File: config.mk
export PLATFORM = sky130hd
export DESIGN_NAME = counter_fsm
export DESIGN_NICKNAME = d
export VERILOG_FILES = /design/src/rtl/counter_fsm_pkg.sv /design/src/rtl/counter_fsm_tick_gen.sv /design/src/rtl/counter_fsm.sv
export SDC_FILE = /design/constraint.sdc
export NUM_CORES = 1
export LEC_CHECK = 0
export BUFFER_PORTS_ARGS = -buffer_cell sky130_fd_sc_hd__buf_2
export CORE_UTILIZATION = 60
export DETAILED_ROUTE_END_ITERATION = 8
export PLACE_DENSITY = 0.82
export SYNTH_ARGS = -nofsm -noshare
export SYNTH_HDL_FRONTEND = slang
export SYNTH_SLANG_ARGS = --single-unit
File: constraint.sdc
create_clock -name clk -period 3.3 [get_ports clk]
set_clock_uncertainty 0.15 [all_clocks]
set_input_delay 0.66 -clock clk [delete_from_list [all_inputs] [get_ports clk]]
set_output_delay 0.66 -clock clk [all_outputs]
set_load 0.01 [all_outputs]
File: src/rtl/counter_fsm_pkg.sv
// ============================================================================
// Module   : counter_fsm_pkg
// Brief    : Shared state encoding and mode-bit positions for counter_fsm.
// Revision : 1.0 - initial release
// ============================================================================
`default_nettype none

package counter_fsm_pkg;

  typedef enum logic [1:0] {
    ST_IDLE     = 2'd0,
    ST_COUNTING = 2'd1,
    ST_PAUSED   = 2'd2
  } state_e;

  localparam int MODE_DIR_BIT    = 0;  // 0 = up, 1 = down
  localparam int MODE_RELOAD_BIT = 1;  // 0 = one-shot, 1 = auto-reload

endpackage : counter_fsm_pkg

`default_nettype wire

File: src/rtl/counter_fsm_tick_gen.sv
// ============================================================================
// Module   : tick_gen
// Brief    : Enable-gated prescaler; one-cycle tick every DIV_COUNT enabled cycles.
// Revision : 1.0 - initial release
// ============================================================================
`default_nettype none

module tick_gen #(
  parameter int DIV_COUNT = 1500000
) (
  input  logic clk,
  input  logic rst,
  input  logic en,
  input  logic clr,
  output logic tick
);

  localparam int            CW    = $clog2(DIV_COUNT + 1);
  localparam logic [CW-1:0] LAST  = CW'(DIV_COUNT - 1);

  logic [CW-1:0] cnt_q;
  logic [CW-1:0] cnt_d;

  // Holding en low freezes the phase, so a pause resumes mid-period.
  always_comb begin
    cnt_d = cnt_q;
    if (clr) begin
      cnt_d = '0;
    end else if (en) begin
      cnt_d = (cnt_q == LAST) ? '0 : cnt_q + CW'(1);
    end
  end

  always_ff @(posedge clk) begin
    if (rst) begin
      cnt_q <= '0;
    end else begin
      cnt_q <= cnt_d;
    end
  end

  assign tick = en & ~clr & (cnt_q == LAST);

endmodule : tick_gen

`default_nettype wire

File: src/rtl/counter_fsm.sv
// ============================================================================
// Module   : counter_fsm
// Brief    : Prescaled up/down counter with one-shot/auto-reload, pause and stop.
// Revision : 1.0 - initial release
// ============================================================================
`default_nettype none

module counter_fsm
  import counter_fsm_pkg::*;
#(
  parameter int WIDTH     = 4,
  parameter int DIV_COUNT = 1500000
) (
  input  logic             clk,
  input  logic             rst,
  input  logic             go,
  input  logic             stop,
  input  logic             pause,
  input  logic [1:0]       mode,
  input  logic [WIDTH-1:0] limit,
  output logic [WIDTH-1:0] count,
  output logic             busy,
  output logic             done
);

  state_e           state_q, state_d;
  logic [WIDTH-1:0] count_q, count_d;
  logic [1:0]       mode_q,  mode_d;
  logic [WIDTH-1:0] limit_q, limit_d;

  logic             tick;
  logic             presc_en;
  logic             presc_clr;
  logic             done_raw;
  logic [WIDTH-1:0] start_val;
  logic [WIDTH-1:0] end_val;

  // Prescaler only advances on cycles where a step could actually be taken.
  assign presc_en  = (state_q == ST_COUNTING) & ~stop & ~pause;
  assign presc_clr = (state_q == ST_IDLE) | stop;

  tick_gen #(
    .DIV_COUNT (DIV_COUNT)
  ) u_tick_gen (
    .clk  (clk),
    .rst  (rst),
    .en   (presc_en),
    .clr  (presc_clr),
    .tick (tick)
  );

  assign start_val = mode_q[MODE_DIR_BIT] ? limit_q : '0;
  assign end_val   = mode_q[MODE_DIR_BIT] ? '0      : limit_q;

  always_comb begin
    state_d  = state_q;
    count_d  = count_q;
    mode_d   = mode_q;
    limit_d  = limit_q;
    done_raw = 1'b0;
    unique case (state_q)
      ST_IDLE: begin
        if (stop) begin
          count_d = start_val;
        end else if (go) begin
          mode_d  = mode;
          limit_d = limit;
          count_d = mode[MODE_DIR_BIT] ? limit : '0;
          state_d = ST_COUNTING;
        end
      end
      ST_COUNTING: begin
        if (stop) begin
          count_d = start_val;
          state_d = ST_IDLE;
        end else if (pause) begin
          state_d = ST_PAUSED;
        end else if (tick) begin
          if (count_q == end_val) begin
            done_raw = 1'b1;
            count_d  = start_val;
            if (!mode_q[MODE_RELOAD_BIT]) begin
              state_d = ST_IDLE;
            end
          end else if (mode_q[MODE_DIR_BIT]) begin
            count_d = count_q - WIDTH'(1);
          end else begin
            count_d = count_q + WIDTH'(1);
          end
        end
      end
      ST_PAUSED: begin
        if (stop) begin
          count_d = start_val;
          state_d = ST_IDLE;
        end else if (!pause) begin
          state_d = ST_COUNTING;
        end
      end
      default: begin
        state_d = ST_IDLE;
        count_d = '0;
      end
    endcase
  end

  always_ff @(posedge clk) begin
    if (rst) begin
      state_q <= ST_IDLE;
      count_q <= '0;
      mode_q  <= '0;
      limit_q <= '0;
    end else begin
      state_q <= state_d;
      count_q <= count_d;
      mode_q  <= mode_d;
      limit_q <= limit_d;
    end
  end

  // Outputs are masked while rst is asserted so an aborted run never flags done.
  assign count = count_q;
  assign busy  = (state_q != ST_IDLE) & ~rst;
  assign done  = done_raw & ~rst;

endmodule : counter_fsm

`default_nettype wire

==> impl_metrics.ini, run 1 <==
[cts]
numCtsBuffers = 5
cts_num_sinks = 33
cts_tree = done
cts.path.max_buffers = 2
post_cts_resized = 0
root_buffer = clkbuf_4
path_clk_slew_ns = 0.10
clkLatencyLatePin_ns = 0.34
h-tree-depth = 2
cts_hold_buf = 0
post_cts_buffers = 0

[route]
drt_iter0_drc = 79
wl_per_cell_um = 14.00
dr_wl_met2_um = 1783
viasPerCell = 5.736
route.met3.wl_um = 157
dr.pass1.iters = 6
ant_nets = 0
wl_met1_um = 1723
route.detailed.drc = 1
vias = 1543
wl_um = 3765
top_layer = met4

[sta]
finalSetupTns_ns = 0
rsz0062_at_grt = false
slew_headroom_pct = 73.54
fin_crit_ns = 2.768
setup_viol = 0
worstMarginPinSlew_ns = 0.3964
hold_violations = 0
fin_crit_sh_pct = 83.88
max_freq_mhz = 361.3
layout_setup_ws_ns = 0.5321
slew_violations = 0

[worst_setup_path]
critPathKind = flop to output port
worst_r2r_endpoint = count[1]$_SDFFE_PP0P_
crit_path_end = done
cp.required_ns = 2.49
critPathLaunch = mode_q[0]$_SDFFE_PP0P_
reg2reg_depth = 6
crit_fanout = 12
cp-end-kind = output port
crit_path_start_kind = flop
regToRegSetupSlack_ns = 1.12
r2r-start = mode_q[0]$_SDFFE_PP0P_
arrival_ns = 1.96

[pwr]
power.share.sequential_pct = 51.4
p_per_area_mw_per_mm2 = 396.7
switching_share_pct = 23.58
switchingPower_mw = 0.1914
intPower_mw = 0.6201
comb_power_share_pct = 9.8
vdd_drop_max_mv = 0.3057
power_frac_clock_pct = 38.8
cellLeakagePower_nw = 0.7622

[global_route]
antenna_found_initial = 0
grt_use_total_pct = 24.74
overflow = 0
grt_max_degree = 22
grt_pass1_wl_um = 6189
grt_pass1_vias = 1430

[synth]
async_flop_share_pct = 0
yosys_warnings = 0
synth.distinct_cells = 47
synth-seq-cells = 33
synth_area_per_cell_sq_um = 8.470
synth_edf_count = 0
syn-instance-count = 221
postSynthNetCount = 236
yosysSeqAreaShare_pct = 35.29
synth-main-ff-cell = dfxtp_1
netlist_area_sq_mm = 0.001872

[place]
postPlaceCellArea_sq_mm = 0.001961
hpwl_um = 2703
numPortBuffers = 16
pre_cts_ws_ns = 0.7467
place_congestion = 0.8487

[floorplanning]
core-area_sq_mm = 0.002853
initial_core_util_pct = 65.61
ios = 17
rows = 19
dieHeight_um = 57.86
die_width_um = 57.86
die_area_sq_mm = 0.003347

[run_status]
violations = DRC
outcome = complete, but fails checks

[layout]
utilization_pct = 71.71
syn2layout_area_growth_pct = 9.291
drive_gt1_share_pct = 15.55
diodes = 0
fin_area_sq_mm = 0.002046
fin_nets = 252

[job]
drv_cap = 0

[hold_path]
worstHoldPathType = flop to flop
## cell families after synthesis
group,synth area share [%]
AND/OR/NAND/NOR,31.95
AO/OA/AOI/OAI,10.76
buffers and inverters,3.409
flip-flops,35.29
adder cells (fa/ha/maj),3.075
XOR/XNOR,11.23
multiplexers,4.278
## final cells by class
type / instances / area [sq um]
well taps: 31 / 38.79
flip-flops and latches: 33 / 660.6
multi-input cells: 174 / 1147
repair buffers: 18 / 95.09
clock buffers: 7 / 55.05
inverters: 5 / 18.77
clock inverters: 1 / 30.03
fillers: 235 / 807.0
## state kept, by name (all words and copies together), names as in the netlist
signal	flops
count	4
state_q	2
mode_q	2
limit_q	4
u_tick_gen.cnt_q	21
## synth_stat cells, types with 5 or more instances
| cell | count | area share (%) |
|---|---|---|
| nor2_1 | 39 | 7.8 |
| o21ai_0 | 5 | 1.3 |
| dfxtp_1 | 33 | 35 |
| nor3_1 | 7 | 1.9 |
| inv_1 | 5 | 1.0 |
| xor2_1 | 13 | 6.1 |
| nand3_1 | 6 | 1.6 |
| mux2i_1 | 8 | 4.3 |
| nand4_1 | 6 | 2.0 |
| nand2_1 | 21 | 4.2 |
| xnor2_1 | 11 | 5.1 |
| a21oi_1 | 7 | 1.9 |
| clkbuf_1 | 5 | 1.0 |
| nor2b_1 | 5 | 1.7 |
## placed cells by master (no fill, tap or decap), drive strengths merged, types with 4 or more instances in the layout
| cell type | synthesis | final |
|---|---|---|
| nor3 | 8 | 8 |
| nand3 | 6 | 6 |
| a21oi | 7 | 7 |
| nand2 | 21 | 21 |
| dfxtp | 33 | 33 |
| nor2b | 5 | 5 |
| nor2 | 42 | 42 |
| nand4 | 8 | 8 |
| xnor2 | 11 | 11 |
| mux2i | 8 | 8 |
| buf | 4 | 18 |
| o21ai | 5 | 5 |
| clkbuf | 5 | 7 |
| and2 | 4 | 4 |
| nor4 | 4 | 4 |
| inv | 5 | 5 |
| xor2 | 13 | 13 |
## routing by layer
metal / vias up / GRT usage, %
met5: - / 0
met2: 31 / 42.04
met1: 698 / 28.65
li1: 804 / -
met4: 0 / 12.24
met3: 10 / 6.696
## power by group through the flow
| stage | sequential [mW] | clock, mW | combinational [mW] |
|---|---|---|---|
| 2_1_floorplan | 0.421 | 0 | 0.0617 |
| 3_3_place_gp | 0.426 | 0 | 0.0777 |
| 3_5_place_dp | 0.426 | 0 | 0.0786 |
| 4_1_cts | 0.417 | 0.325 | 0.0793 |
| 5_1_grt | 0.418 | 0.342 | 0.0881 |
| 6_report | 0.417 | 0.315 | 0.0798 |
## worst min path at each step
stage / startpoint / end / slack, ns / cells after the start
after floorplan: mode_q[1]$_SDFFE_PP0P_ / mode_q[1]$_SDFFE_PP0P_ / 0.31 / 2
after global placement: mode_q[1]$_SDFFE_PP0P_ / mode_q[1]$_SDFFE_PP0P_ / 0.34 / 2
after detailed placement: u_tick_gen.cnt_q[15]$_SDFFE_PP0N_ / u_tick_gen.cnt_q[15]$_SDFFE_PP0N_ / 0.35 / 2
after CTS: mode_q[1]$_SDFFE_PP0P_ / mode_q[1]$_SDFFE_PP0P_ / 0.37 / 2
after global routing: u_tick_gen.cnt_q[15]$_SDFFE_PP0N_ / u_tick_gen.cnt_q[15]$_SDFFE_PP0N_ / 0.39 / 2
final: mode_q[1]$_SDFFE_PP0P_ / mode_q[1]$_SDFFE_PP0P_ / 0.37 / 2
## critical path, cell delays in order, from the launching register on
cell and delay, ns:
dfxtp_1 0.44, nor4b_1 0.38, a32oi_1 0.17, a32o_1 0.31
nor3_1 0.16, buf_2 0.15
## metrics by stage
step / hold WS (ns) / cells / power [mW]
after CTS: 0.3749 / 269 / 0.8212
after floorplan: 0.3105 / 221 / 0.4826
final: 0.3650 / 269 / 0.8115
after detailed placement: 0.3487 / 261 / 0.5048
after global routing: 0.3950 / 269 / 0.8488
after global placement: 0.3379 / 261 / 0.5036
No activity file was read; power rests on OpenSTA's default activity.
==> inputs of run 2 (changes only) <==
--- a/config.mk
+++ b/config.mk
@@ -6,9 +6,9 @@
 export NUM_CORES = 1
 export LEC_CHECK = 0
 export BUFFER_PORTS_ARGS = -buffer_cell sky130_fd_sc_hd__buf_2
-export CORE_UTILIZATION = 60
+export CORE_UTILIZATION = 58
 export DETAILED_ROUTE_END_ITERATION = 8
-export PLACE_DENSITY = 0.82
+export PLACE_DENSITY = 0.8
 export SYNTH_ARGS = -nofsm -noshare
 export SYNTH_HDL_FRONTEND = slang
 export SYNTH_SLANG_ARGS = --single-unit
==> constraint.sdc (replaced) <==
create_clock -name clk -period 2.6 [get_ports clk]
set_clock_uncertainty 0.15 [all_clocks]
set_input_delay 0.52 -clock clk [delete_from_list [all_inputs] [get_ports clk]]
set_output_delay 0.52 -clock clk [all_outputs]
set_load 0.01 [all_outputs]
==> impl_metrics.ini, run 2 (synthesis results as in run 1) <==
[run_status]
outcome = finished, final reports clean

[hold_path]
min_from = mode[1]
worstHoldPathType = input pin to flop
hold_path_depth = 3
min_to = mode_q[1]$_SDFFE_PP0P_

[worst_setup_path]
cp-end-kind = output port
critical_path.max_stage_delay_ns = 0.45
cp_cell_sequence = nor4b_1 > a32oi_1 > a32o_1 > nor3_1 > buf_2
cp_top_family = flip-flops
regToRegSetupSlack_ns = 0.55
crit_fanout = 5
worst-path-buf-inv = 1
crit_path_start_kind = flop
cp.required_ns = 1.93
arrival_ns = 1.82
reg2reg_depth = 6
critPathKind = flop to output port
cp_slowest_cell = dfxtp_1
r2r-start = state_q[1]$_SDFFE_PP0P_
worst_r2r_endpoint = u_tick_gen.cnt_q[19]$_SDFFE_PP0N_

[pwr]
switchingPower_mw = 0.2735
switching_share_pct = 26.38
power.share.sequential_pct = 51.0
p_per_area_mw_per_mm2 = 497.0
intPower_mw = 0.7631
cellLeakagePower_nw = 0.7816
vdd_drop_max_mv = 0.3424
power_frac_clock_pct = 38.9
total_power_mw = 1.037
comb_power_share_pct = 10.1

[sta]
finalSetupTns_ns = 0
fin_crit_ns = 2.495
slew_headroom_pct = 70.84
hold_ws_ns = 0.2428
setup_viol = 0
fin_crit_sh_pct = 95.94
max_freq_mhz = 400.9
slew_violations = 0
hold_violations = 0
worstMarginPinSlew_ns = 0.4341
rsz0062_at_grt = false

[place]
dp.cells = 275
numPortBuffers = 16
hpwl_um = 2757
place_congestion = 0.9387

[cts]
h-tree-depth = 2
cts.path.max_buffers = 2
path_clk_slew_ns = 0.11
cts_tree = done
numCtsBuffers = 5
cts_num_sinks = 33
clkLatencyLatePin_ns = 0.37
cts_hold_buf = 0
root_buffer = clkbuf_4
post_cts_buffers = 0

[route]
viasPerCell = 5.583
drt_iter0_drc = 65
route.detailed.drc = 0
wl_per_cell_um = 13.18
vias = 1580
ant_nets = 0
wl_um = 3729
dr.pass1.iters = 4

[floorplanning]
die_area_sq_mm = 0.003459
dieHeight_um = 58.81
core-area_sq_mm = 0.003053
initial_core_util_pct = 61.31
ios = 17
rows = 20
die_width_um = 58.81

[global_route]
grt_pass1_wl_um = 6099
grt_use_total_pct = 23.83
grt_pass1_vias = 1286
antenna_found_initial = 0
overflow = 0
grt_max_degree = 22

[layout]
layout_common_cells = nor2_1, dfxtp_1, nand2_1
layout_commonest_cell = nor2_1
diodes = 0
syn2layout_area_growth_pct = 11.43
fin_cells = 283
nFillCells = 285
largest_reg_flops = 21
fin_nets = 253
drive_gt1_share_pct = 19.25
regMostFlops = u_tick_gen.cnt_q

[job]
drv_cap = 0
[run 2: cell types whose count changed in the layout (fill, tap and decap cells not counted)]
cell,change
nor3_4,+1
nor3_1,-1
clkinv_4,+1
inv_2,+1
and3_1,-1
clkbuf_8,-1
clkinvlp_4,+1
buf_4,+1
and3_2,+1
dfxtp_2,+4
dfxtp_1,-4
clkbuf_1,-1
inv_1,-1
[run 2: layout make-up]
type                            count  area, sq um  area share [%]
Clock buffer                        5        37.54           1.800
Clock inverter                      3        46.29           2.220
Inverter                            5        18.77          0.8998
Multi-Input combinational cell    174         1160           55.61
Sequential cell                    33        665.6           31.91
Tap cell                           44        55.05           2.639
Timing Repair Buffer               19        102.6           4.919
[run 2: routing by layer]
layer  GRT usage, %  up-vias  wire, um
met5              0        -         0
met4          8.163        0        56
met3          7.253        7       215
met2          31.17       42      1519
met1          36.35      731      1937
li1               -      800         -
[run 2: what timing repair did]
action / 4_1_cts / 5_1_grt
resized for setup: 1 / 7
endpoints found under the hold margin: 0 / 0
pin swaps: 0 / 1
setup endpoints to repair: 1 / 1
[run 2: power by group through the flow]
stage	clock, mW	combinational [mW]	sequential [mW]
floorplan	0	0.0783	0.534
global placement	0	0.103	0.539
detailed placement	0	0.103	0.539
CTS	0.407	0.104	0.528
global route	0.426	0.115	0.530
finish	0.403	0.105	0.528
[run 2: worst max-delay path by stage]
stage,start,end,slack (ns),cells after the start
after detailed placement,stop,u_tick_gen.cnt_q[19]$_SDFFE_PP0N_,0.22,7
after floorplan,stop,done,0.26,4
after global routing,u_tick_gen.cnt_q[10]$_SDFFE_PP0N_,done,0.002,5
final,limit_q[2]$_SDFFE_PP0P_,done,0.11,5
after global placement,stop,done,0.28,5
after CTS,mode_q[0]$_SDFFE_PP0P_,done,0.03,5
[run 2: metrics by stage]
step                instance area (sq um)  worst slack [ns]  util (%)
floorplan                            1872            0.2576         -
global placement                     1984            0.2773     65.00
detailed placement                   1984            0.2232     65.00
CTS                                  2073           0.03464     67.91
global route                         2086          0.002311     68.32
finish                               2086            0.1054     68.32
[run 2: worst register-to-register path: stages (launching register included)]
cell	delay, ns
dfxtp_1	0.44
nor4b_4	0.43
nand4_4	0.21
nor4_4	0.36
nand3_1	0.15
xor2_1	0.20
nor2_2	0.04
